File: config.mk
export PLATFORM = sky130hd
export DESIGN_NAME = sar_adc_capture_ctrl_flat
export DESIGN_NICKNAME = d
export VERILOG_FILES = /design/src/rtl/sar_adc_capture_ctrl_pkg.sv /design/src/rtl/sar_adc_capture_ctrl_if.sv /design/src/rtl/sar_adc_capture_ctrl_ready_sync.sv /design/src/rtl/sar_adc_capture_ctrl.sv /design/src/flat_wrapper.sv
export SDC_FILE = /design/constraint.sdc
export NUM_CORES = 1
export LEC_CHECK = 0
export CAP_MARGIN = 20
export CORE_MARGIN = 5
export CORE_UTILIZATION = 45
export CTS_CLUSTER_SIZE = 40
export DETAILED_ROUTE_END_ITERATION = 12
export GPL_ROUTABILITY_DRIVEN = 0
export PLACE_DENSITY = 0.69
export SYNTH_ARGS = -nofsm -noshare
export SYNTH_HDL_FRONTEND = slang
export SYNTH_SLANG_ARGS = --single-unit
File: constraint.sdc
create_clock -name clk -period 2.7 [get_ports clk]
set_clock_uncertainty 0.05 [all_clocks]
set_input_delay 0.405 -clock clk [delete_from_list [all_inputs] [get_ports clk]]
set_output_delay 0.405 -clock clk [all_outputs]
set_load 0.05 [all_outputs]
File: src/rtl/sar_adc_capture_ctrl_pkg.sv
`default_nettype none
// ============================================================================
// Module      : sar_adc_pkg
// Description : Shared state encoding, widths and helpers for the SAR ADC
//               capture controller.
// Revision    : 1.0 - initial release
// ============================================================================
package sar_adc_pkg;

    localparam int ADC_DW           = 11;
    localparam int ADC_CW           = 3;
    localparam int ADC_OSR_MAX_LOG2 = 3;
    localparam int ACC_W            = ADC_DW + ADC_OSR_MAX_LOG2;

    typedef enum logic [1:0] {
        ST_IDLE = 2'd0,
        ST_CONV = 2'd1,
        ST_DONE = 2'd2
    } state_t;

    // Clamp the requested averaging exponent to what the accumulator can hold.
    function automatic logic [1:0] sat_osr(input logic [1:0] req, input int unsigned max_log2);
        if (32'(req) > max_log2) begin
            return 2'(max_log2);
        end
        return req;
    endfunction

endpackage
`default_nettype wire

File: src/rtl/sar_adc_capture_ctrl_if.sv
`default_nettype none
// ============================================================================
// Module      : sar_adc_capture_ctrl_if
// Description : Control, ADC-core and result-handshake signals of the capture
//               controller. master = controller side, slave = environment.
// Revision    : 1.0 - initial release
// ============================================================================
interface sar_adc_capture_ctrl_if
    import sar_adc_pkg::*;
#(
    parameter int DW = ADC_DW,
    parameter int CW = ADC_CW
);
    logic          start;
    logic          stop;
    logic          cont;
    logic [CW-1:0] cfg_c;
    logic [1:0]    osr_log2;
    logic [CW-1:0] adc_c;
    logic          adc_en;
    logic [DW-1:0] adc_b;
    logic          adc_ready;
    logic [DW-1:0] dout;
    logic          dout_valid;
    logic          dout_ready;
    logic          busy;
    logic          overrun;

    modport master (
        input  start, stop, cont, cfg_c, osr_log2, adc_b, adc_ready, dout_ready,
        output adc_c, adc_en, dout, dout_valid, busy, overrun
    );

    modport slave (
        output start, stop, cont, cfg_c, osr_log2, adc_b, adc_ready, dout_ready,
        input  adc_c, adc_en, dout, dout_valid, busy, overrun
    );
endinterface
`default_nettype wire

File: src/rtl/sar_adc_capture_ctrl_ready_sync.sv
`default_nettype none
// ============================================================================
// Module      : sar_ready_sync
// Description : Synchronizes the core READY flag and emits a one-cycle pulse
//               on each rising edge of the synchronized level.
// Revision    : 1.0 - initial release
// ============================================================================
module sar_ready_sync #(
    parameter int STAGES = 2
) (
    input  wire logic clk,
    input  wire logic rst,
    input  wire logic i_async,
    output logic      o_pulse
);
    logic [STAGES-1:0] r_sync;
    logic              r_prev;

    always_ff @(posedge clk) begin
        if (rst) begin
            r_sync <= '0;
            r_prev <= 1'b0;
        end else begin
            r_sync <= {r_sync[STAGES-2:0], i_async};
            r_prev <= r_sync[STAGES-1];
        end
    end

    assign o_pulse = r_sync[STAGES-1] & ~r_prev;
endmodule
`default_nettype wire

File: src/rtl/sar_adc_capture_ctrl.sv
`default_nettype none
// ============================================================================
// Module      : sar_adc_capture_ctrl
// Description : SAR ADC sequencer - burst control, averaging accumulator and
//               one-deep valid/ready result buffer with sticky overrun.
// Revision    : 1.0 - initial release
// ============================================================================
module sar_adc_capture_ctrl
    import sar_adc_pkg::*;
#(
    parameter int DW           = ADC_DW,
    parameter int CW           = ADC_CW,
    parameter int OSR_MAX_LOG2 = ADC_OSR_MAX_LOG2,
    parameter int SYNC_STAGES  = 2
) (
    input  wire logic              clk,
    input  wire logic              rst,
    sar_adc_capture_ctrl_if.master bus
);
    localparam int c_acc_w = DW + OSR_MAX_LOG2;
    localparam int c_cnt_w = OSR_MAX_LOG2 + 1;

    state_t               r_state;
    logic [CW-1:0]        r_adc_c;
    logic                 r_adc_en;
    logic                 r_cont;
    logic [1:0]           r_osr;
    logic [c_acc_w-1:0]   r_acc;
    logic [c_cnt_w-1:0]   r_cnt;
    logic [DW-1:0]        r_dout;
    logic                 r_dout_valid;
    logic                 r_busy;
    logic                 r_overrun;

    logic                 w_capture;
    logic [c_acc_w-1:0]   w_acc_next;
    logic [c_cnt_w-1:0]   w_cnt_next;
    logic                 w_burst_done;
    logic [DW-1:0]        w_result;
    logic                 w_can_load;

    sar_ready_sync #(
        .STAGES (SYNC_STAGES)
    ) u_ready_sync (
        .clk     (clk),
        .rst     (rst),
        .i_async (bus.adc_ready),
        .o_pulse (w_capture)
    );

    assign w_acc_next   = r_acc + c_acc_w'(bus.adc_b);
    assign w_cnt_next   = r_cnt + c_cnt_w'(1);
    assign w_burst_done = (w_cnt_next == (c_cnt_w'(1) << r_osr));
    assign w_result     = DW'(r_acc >> r_osr);
    // Buffer is free if empty or being drained on this very edge.
    assign w_can_load   = !r_dout_valid || bus.dout_ready;

    always_ff @(posedge clk) begin
        if (rst) begin
            r_state      <= ST_IDLE;
            r_adc_c      <= '0;
            r_adc_en     <= 1'b0;
            r_cont       <= 1'b0;
            r_osr        <= '0;
            r_acc        <= '0;
            r_cnt        <= '0;
            r_dout       <= '0;
            r_dout_valid <= 1'b0;
            r_busy       <= 1'b0;
            r_overrun    <= 1'b0;
        end else begin
            if (r_dout_valid && bus.dout_ready) begin
                r_dout_valid <= 1'b0;
            end

            if (bus.stop) begin
                r_state  <= ST_IDLE;
                r_adc_en <= 1'b0;
                r_busy   <= 1'b0;
                r_acc    <= '0;
                r_cnt    <= '0;
            end else begin
                case (r_state)
                    ST_IDLE: begin
                        if (bus.start) begin
                            r_adc_c   <= bus.cfg_c;
                            r_cont    <= bus.cont;
                            r_osr     <= sat_osr(bus.osr_log2, OSR_MAX_LOG2);
                            r_acc     <= '0;
                            r_cnt     <= '0;
                            r_overrun <= 1'b0;
                            r_adc_en  <= 1'b1;
                            r_busy    <= 1'b1;
                            r_state   <= ST_CONV;
                        end
                    end
                    ST_CONV: begin
                        if (w_capture) begin
                            r_acc <= w_acc_next;
                            r_cnt <= w_cnt_next;
                            if (w_burst_done) begin
                                r_state <= ST_DONE;
                            end
                        end
                    end
                    ST_DONE: begin
                        if (w_can_load) begin
                            r_dout       <= w_result;
                            r_dout_valid <= 1'b1;
                        end else begin
                            r_overrun <= 1'b1;
                        end
                        r_acc <= '0;
                        r_cnt <= '0;
                        if (r_cont) begin
                            r_state <= ST_CONV;
                        end else begin
                            r_state  <= ST_IDLE;
                            r_adc_en <= 1'b0;
                            r_busy   <= 1'b0;
                        end
                    end
                    default: begin
                        r_state  <= ST_IDLE;
                        r_adc_en <= 1'b0;
                        r_busy   <= 1'b0;
                    end
                endcase
            end
        end
    end

    assign bus.adc_c      = r_adc_c;
    assign bus.adc_en     = r_adc_en;
    assign bus.dout       = r_dout;
    assign bus.dout_valid = r_dout_valid;
    assign bus.busy       = r_busy;
    assign bus.overrun    = r_overrun;
endmodule
`default_nettype wire
File: src/flat_wrapper.sv
// flat-port wrapper written by rule: the top's interface ports become plain ports
module sar_adc_capture_ctrl_flat import sar_adc_pkg::*;
#(
    parameter int DW           = ADC_DW,
    parameter int CW           = ADC_CW,
    parameter int OSR_MAX_LOG2 = ADC_OSR_MAX_LOG2,
    parameter int SYNC_STAGES  = 2
)
  (clk, rst, bus_start, bus_stop, bus_cont, bus_cfg_c, bus_osr_log2, bus_adc_b, bus_adc_ready, bus_dout_ready, bus_adc_c, bus_adc_en, bus_dout, bus_dout_valid, bus_busy, bus_overrun);
  sar_adc_capture_ctrl_if #(.DW(DW), .CW(CW)) bus_i ();
  input  wire logic clk;
  input  wire logic rst;
  input wire logic [$bits(bus_i.start)-1:0] bus_start;
  input wire logic [$bits(bus_i.stop)-1:0] bus_stop;
  input wire logic [$bits(bus_i.cont)-1:0] bus_cont;
  input wire logic [$bits(bus_i.cfg_c)-1:0] bus_cfg_c;
  input wire logic [$bits(bus_i.osr_log2)-1:0] bus_osr_log2;
  input wire logic [$bits(bus_i.adc_b)-1:0] bus_adc_b;
  input wire logic [$bits(bus_i.adc_ready)-1:0] bus_adc_ready;
  input wire logic [$bits(bus_i.dout_ready)-1:0] bus_dout_ready;
  output wire logic [$bits(bus_i.adc_c)-1:0] bus_adc_c;
  output wire logic [$bits(bus_i.adc_en)-1:0] bus_adc_en;
  output wire logic [$bits(bus_i.dout)-1:0] bus_dout;
  output wire logic [$bits(bus_i.dout_valid)-1:0] bus_dout_valid;
  output wire logic [$bits(bus_i.busy)-1:0] bus_busy;
  output wire logic [$bits(bus_i.overrun)-1:0] bus_overrun;
  assign bus_i.start = bus_start;
  assign bus_i.stop = bus_stop;
  assign bus_i.cont = bus_cont;
  assign bus_i.cfg_c = bus_cfg_c;
  assign bus_i.osr_log2 = bus_osr_log2;
  assign bus_i.adc_b = bus_adc_b;
  assign bus_i.adc_ready = bus_adc_ready;
  assign bus_i.dout_ready = bus_dout_ready;
  assign bus_adc_c = bus_i.adc_c;
  assign bus_adc_en = bus_i.adc_en;
  assign bus_dout = bus_i.dout;
  assign bus_dout_valid = bus_i.dout_valid;
  assign bus_busy = bus_i.busy;
  assign bus_overrun = bus_i.overrun;
  sar_adc_capture_ctrl #(.DW(DW), .CW(CW), .OSR_MAX_LOG2(OSR_MAX_LOG2), .SYNC_STAGES(SYNC_STAGES)) u_core (.clk(clk), .rst(rst), .bus(bus_i));
endmodule
Yosys cells after proc, flatten, opt, wreduce, memory -nomap -nowiden
Index checks and enable logic that the tools add are counted.
{ "op_classes": {"add_sub_neg": 2, "n_mul": 0, "n_div": 0, "magnitude_cmp": 0, "eq_ne": 8, "n_shift": 2, "n_mux": 21, "n_bitwise": 4, "n_reduce_logical": 13} }
{ "ops": {"columns": ["operator", "count"], "rows": [
  ["$pmux 14 s3", 1],
  ["$mux 14", 2],
  ["$reduce_and 3->1", 5],
  ["$add 14x11->14", 1],
  ["$shr 14x2->11", 1],
  ["$pmux 4 s3", 1],
  ["$mux 1", 9],
  ["$mux 4", 2],
  ["$ne 2x2->1 const B", 4],
  ["$mux 2", 3],
  ["$pmux 2 s3", 1],
  ["$add 4x1->4 const B", 1],
  ["$eq 4x4->1", 1],
  ["$reduce_and 4->1", 1],
  ["$shl 1x2->4 const A", 1],
  ["$not 1->1", 3],
  ["$pmux 1 s3", 1],
  ["$reduce_bool 3->1", 1],
  ["$eq 2x1->1 const B", 1],
  ["$eq 2x2->1 const B", 1],
  ["$logic_not 2->1", 1],
  ["$ne 2x1->1 const B", 1],
  ["$pmux 1 s2", 1],
  ["$reduce_bool 2->1", 1],
  ["other kinds (5)", 5]
]} }
{ "word_totals": {"ff_bits": 43, "latchBits": 0, "mem_bits_rw": 0, "romBits": 0, "in_bits": 23, "output_inout_bits": 18, "elab_cells": 62, "n_memories": 0} }

Depth between registers and ports, before layout
{ "depth": {"word_depth": 5, "ltp_mapped": 9, "depth_no_buf": 9} }

By module
A second synthesis with hierarchy kept.
{ "unflattened": {"hier_cells": 283, "area_unflattened_um2": 2618.8} }
{ "by_module_without_submodules": {"columns": ["mod", "n_inst", "cells_per_inst", "area_per_inst_um2"], "rows": [
  ["sar_adc_capture_ctrl", 1, 276, 2531.2],
  ["sar_ready_sync", 1, 7, 87.6]
]} }

Worst setup path before layout
Ideal clock, no wire load.
{ "synth_path": {"path_kind": "input to register", "from": "input bus_adc_b[0]", "to": "register u_core.r_acc[8]", "setup_time_ns": 0.130, "t_arrival_ns": 1.937, "setup_slack_ns": 0.583, "cell_stages": 9, "path_cell_list": "ha_1 > inv_1 > fa_1 > nor2b_4 > o31a_1 > or2_0 > o311a_1 > mux2i_1 > o311ai_1"} }
{ "synth_between": {"elab_chain_cells": 3} }
{ "synth_rtl": {"columns": ["element", "line_no", "source"], "rows": [
  ["from (decl)", "flat_wrapper.sv:18", "input wire logic [$bits(bus_i.adc_b)-1:0] bus_adc_b;"],
  ["$add 14x11->14", "sar_adc_capture_ctrl.sv:51", "assign w_acc_next = r_acc + c_acc_w'(bus.adc_b);"],
  ["$mux 14", "sar_adc_capture_ctrl.sv:98", "if (w_capture) begin"],
  ["$pmux 14 s3", "sar_adc_capture_ctrl.sv:83", "case (r_state)"],
  ["to (signal assigned)", "sar_adc_capture_ctrl.sv:99", "r_acc <= w_acc_next;"],
  ["to (decl)", "sar_adc_capture_ctrl.sv:28", "logic [c_acc_w-1:0] r_acc;"]
]} }
Every way passes these cells. The select of a mux whose other input is x is not followed.
A chain may end at the register's enable or synchronous reset.

Final worst setup path
{ "layout_path": {"from": "input bus_adc_b[0]", "to": "register u_core.r_acc[6]"} }
The elaborated chain is that of the path after synthesis.

==> results.md <==
* Fin. Hold Viols at 0
* Drt via density at 5.52
* NetSw at approximately 0.32 mW
* H-tree levels at 2
* Initial antenna violation count at 0
* Num CTS Buffers at 5
* Synthesized instance count at 276
* Hold WC Path Type: reg2reg
* Syn-to-layout area delta at 24.2%
* Clock sink total at 43
* Top Ports at about 40
* Nature of the critical path endpoint: flip-flop
* Slew margin rel. at 57.3%
* DP Wirelength at between 4000 and 5000 microns
* Setup violations, final at 0
* DRC viols at 0
* Initial core utilization at 45.5%
* Ys flop type: dfxtp_1
* IO buf count at 40
* Worst Setup SP: bus_adc_b[0]
* Worst path max stage delay at roughly 0.46 ns
* # resized after CTS at 0
* Register bit total from synthesis at 43
* DIE WIDTH at 84.2 microns
* Worst-Skew Late Latency at 0.30 ns
* Final period utilization at 87.8%
* Max_cap viols at 0
* Routed Antenna Nets at 0
* WL per Instance at 14.0 microns
* Max-slew violation count at 0
* ANT cells at 0
* Layout cells sized above 1 at 10.1%
* Hold depth at 1
* Crit path DAT at 2.56 ns
* Mapped Area at between 2000 and 2500 sq um
* Syn Area/Cell at 8.97 sq um
* Clk slew on worst S/H paths at 0.09 ns
* Crit path kind: in2reg
* FFs w/ async S/R, synth at 0%
* GRT Residual Overflow at 0
* Initial DRC count at approximately 140
* Hold_sp: u_core.u_ready_sync.r_sync[0]$_SDFF_PP0_
* CTS tree: built
* # hold bufs at CTS at 0
* RSZ-0062 raised after global routing: no
* DR vias at approximately 2200
* Critical path fanouts, max at 3
* WP data required at 2.89 ns
* Status: complete, no violations
* Flop pwr share at between 40% and 50%
* TNS Setup at 0 ns
* First-pass GRT wire length at approximately 9300 microns
* Worst reg2reg path depth at 9
* Seq/Total Area, Yosys at 34.8%
* Core area at approximately 5400 sq um
* Int Pwr at 0.993 mW
* Slew @ Worst Pin at 0.637 ns
* GR Util All Layers at 15.9%
* Row cnt at 27
* Yosys cell types at 48
* Root Buffer: clkbuf_8
* Die area at 7090 sq um
* Max stage delay cell, worst path: clkdlybuf4s50_1
* YS warnings at 0
* Critical R2R Launch: u_core.r_acc[0]$_SDFFE_PP0P_
* Overall routed net length at approximately 5400 microns
* Post-synth EDFFs at 0
* Vias in the first global route at 1938
* Logic pwr share at 11.8%
* Final core utilization at 56.5%
* Setup crit start kind: primary input
* Max Clk Rate at approximately 420 MHz
* Tmin final at 2.37 ns
* Post-synth net total at 312
* VDD IR max at 0.250 mV
* Clk network pwr share at 38.4%
* CP Cell Sequence: clkdlybuf4s50_1, ha_1, inv_1, fa_1, nor2b_4, o31a_1, or2_0, a21oi_1, or4_1, nand3_1
* Leakage at 1.21 nW
* Pwr dens at 426 nW/um^2
* Pin count of the biggest net entering global routing at 23
* CTS max path bufs at 2
* Sw frac at between 20% and 30%
* Die Y at roughly 84 microns
* Setup Buffers After CTS at 0
* # nets final at 353
* Pre-antenna DRT Iters at 5
[Yosys cell counts (all sizes together), types with 3 or more instances]
cell type	count	area share, %
inv	8	1.2
nor2b	4	1.3
a211oi	5	1.5
o21ai	11	2.2
nand3	11	2.2
or2	3	0.76
a21oi	21	4.4
xnor2	7	2.5
a31oi	5	1.3
ha	12	6.1
dfxtp	43	35
nand2	20	3.0
nor3	6	1.4
nor2	43	6.5
mux4	11	10
mux2i	18	7.3
clkbuf	5	0.76
nand4	3	0.76
buf	9	1.9
nand3b	3	0.91
o21bai	3	0.91
a21o	3	0.91
[cell usage in the layout (no fill, tap or decap), types with 2 or more instances in the layout]
| cell | n |
|---|---|
| nor2_1 | 43 |
| dfxtp_1 | 43 |
| clkdlybuf4s50_1 | 40 |
| nand2_1 | 20 |
| a21oi_1 | 20 |
| mux2i_1 | 18 |
| ha_1 | 12 |
| o21ai_0 | 11 |
| nand3_1 | 11 |
| mux4_2 | 11 |
| inv_1 | 8 |
| buf_4 | 8 |
| xnor2_1 | 7 |
| a211oi_1 | 5 |
| a31oi_1 | 5 |
| nor3_1 | 5 |
| clkbuf_8 | 5 |
| o21bai_1 | 3 |
| nand4_1 | 3 |
| nand3b_1 | 3 |
| a21o_1 | 3 |
| nor2b_1 | 3 |
| and2_1 | 2 |
| nor4_1 | 2 |
| nand2b_1 | 2 |
[sequential cells by signal, summed over array words and instances (netlist names)]
name                        count
u_core.u_ready_sync.r_prev      1
u_core.r_state                  2
u_core.r_cnt                    4
u_core.bus.dout                11
u_core.bus.overrun              1
u_core.u_ready_sync.r_sync      2
u_core.bus.adc_en               1
u_core.r_acc                   14
u_core.bus.dout_valid           1
u_core.r_osr                    2
u_core.bus.adc_c                3
u_core.r_cont                   1
[final cells by class]
class / count / area (sq um)
clock buffers: 5 / 68.8
clock inverters: 3 / 43.8
fillers: 497 / 2360
inverters: 8 / 30.0
multi-input cells: 211 / 1520
flip-flops and latches: 43 / 861
well taps: 72 / 90.1
repair buffers: 48 / 460
[routing by layer]
metal | vias up | share of wire, % | track usage (%)
li1 | 1083 | - | -
met1 | 1001 | 47 | 22.3
met2 | 64 | 46 | 24.8
met3 | 5 | 5.9 | 2.16
met4 | 0 | 1.3 | 6.14
met5 | - | 0 | 0
[cells by family after synthesis]
| logic type | Yosys count | synth area share (%) |
|---|---|---|
| and+or+nand+nor | 105 | 20.5 |
| AOI/OAI and AO/OA | 57 | 14.3 |
| DFF | 43 | 34.8 |
| muxes | 29 | 17.3 |
| buffers and inverters | 22 | 3.84 |
| adders and majority gates | 13 | 6.87 |
| xor gates and xnor gates | 7 | 2.48 |
[through the flow]
step           cells  setup WS, ns  power (mW)  instance area, sq um  hold WS [ns]
6_report         390         0.331        1.31                  3070         0.392
3_3_place_gp     382         0.101       0.821                  2960         0.368
2_1_floorplan    276         0.583       0.761                  2480         0.364
5_1_grt          390         0.221        1.36                  3070         0.412
4_1_cts          390         0.341        1.32                  3070         0.394
3_5_place_dp     382        0.0315       0.823                  2960         0.373
[final timing paths]
kind / to / slack, ns
setup / recovery: u_core.r_acc[6]$_SDFFE_PP0P_ / 0.33
hold / removal: u_core.u_ready_sync.r_sync[1]$_SDFF_PP0_ / 0.39
setup reg to reg: u_core.r_acc[6]$_SDFFE_PP0P_ / 0.46
hold reg to reg: u_core.u_ready_sync.r_sync[1]$_SDFF_PP0_ / 0.39
[power groups by stage]
stage / Clock (mW) / Combinational, mW / Sequential, mW
2_1_floorplan: 0 / 0.0882 / 0.673
3_3_place_gp: 0 / 0.154 / 0.667
3_5_place_dp: 0 / 0.156 / 0.668
4_1_cts: 0.516 / 0.156 / 0.653
5_1_grt: 0.538 / 0.170 / 0.655
6_report: 0.503 / 0.155 / 0.653
[worst max-delay path: cells and delay by family]
kind,cells,cell delay [ns]
AO/OA/AOI/OAI,2,0.24
adder cells (fa/ha/maj),2,0.61
AND/OR/NAND/NOR,4,0.78
buffers and inverters,2,0.53
No activity file was read; power rests on OpenSTA's default activity.
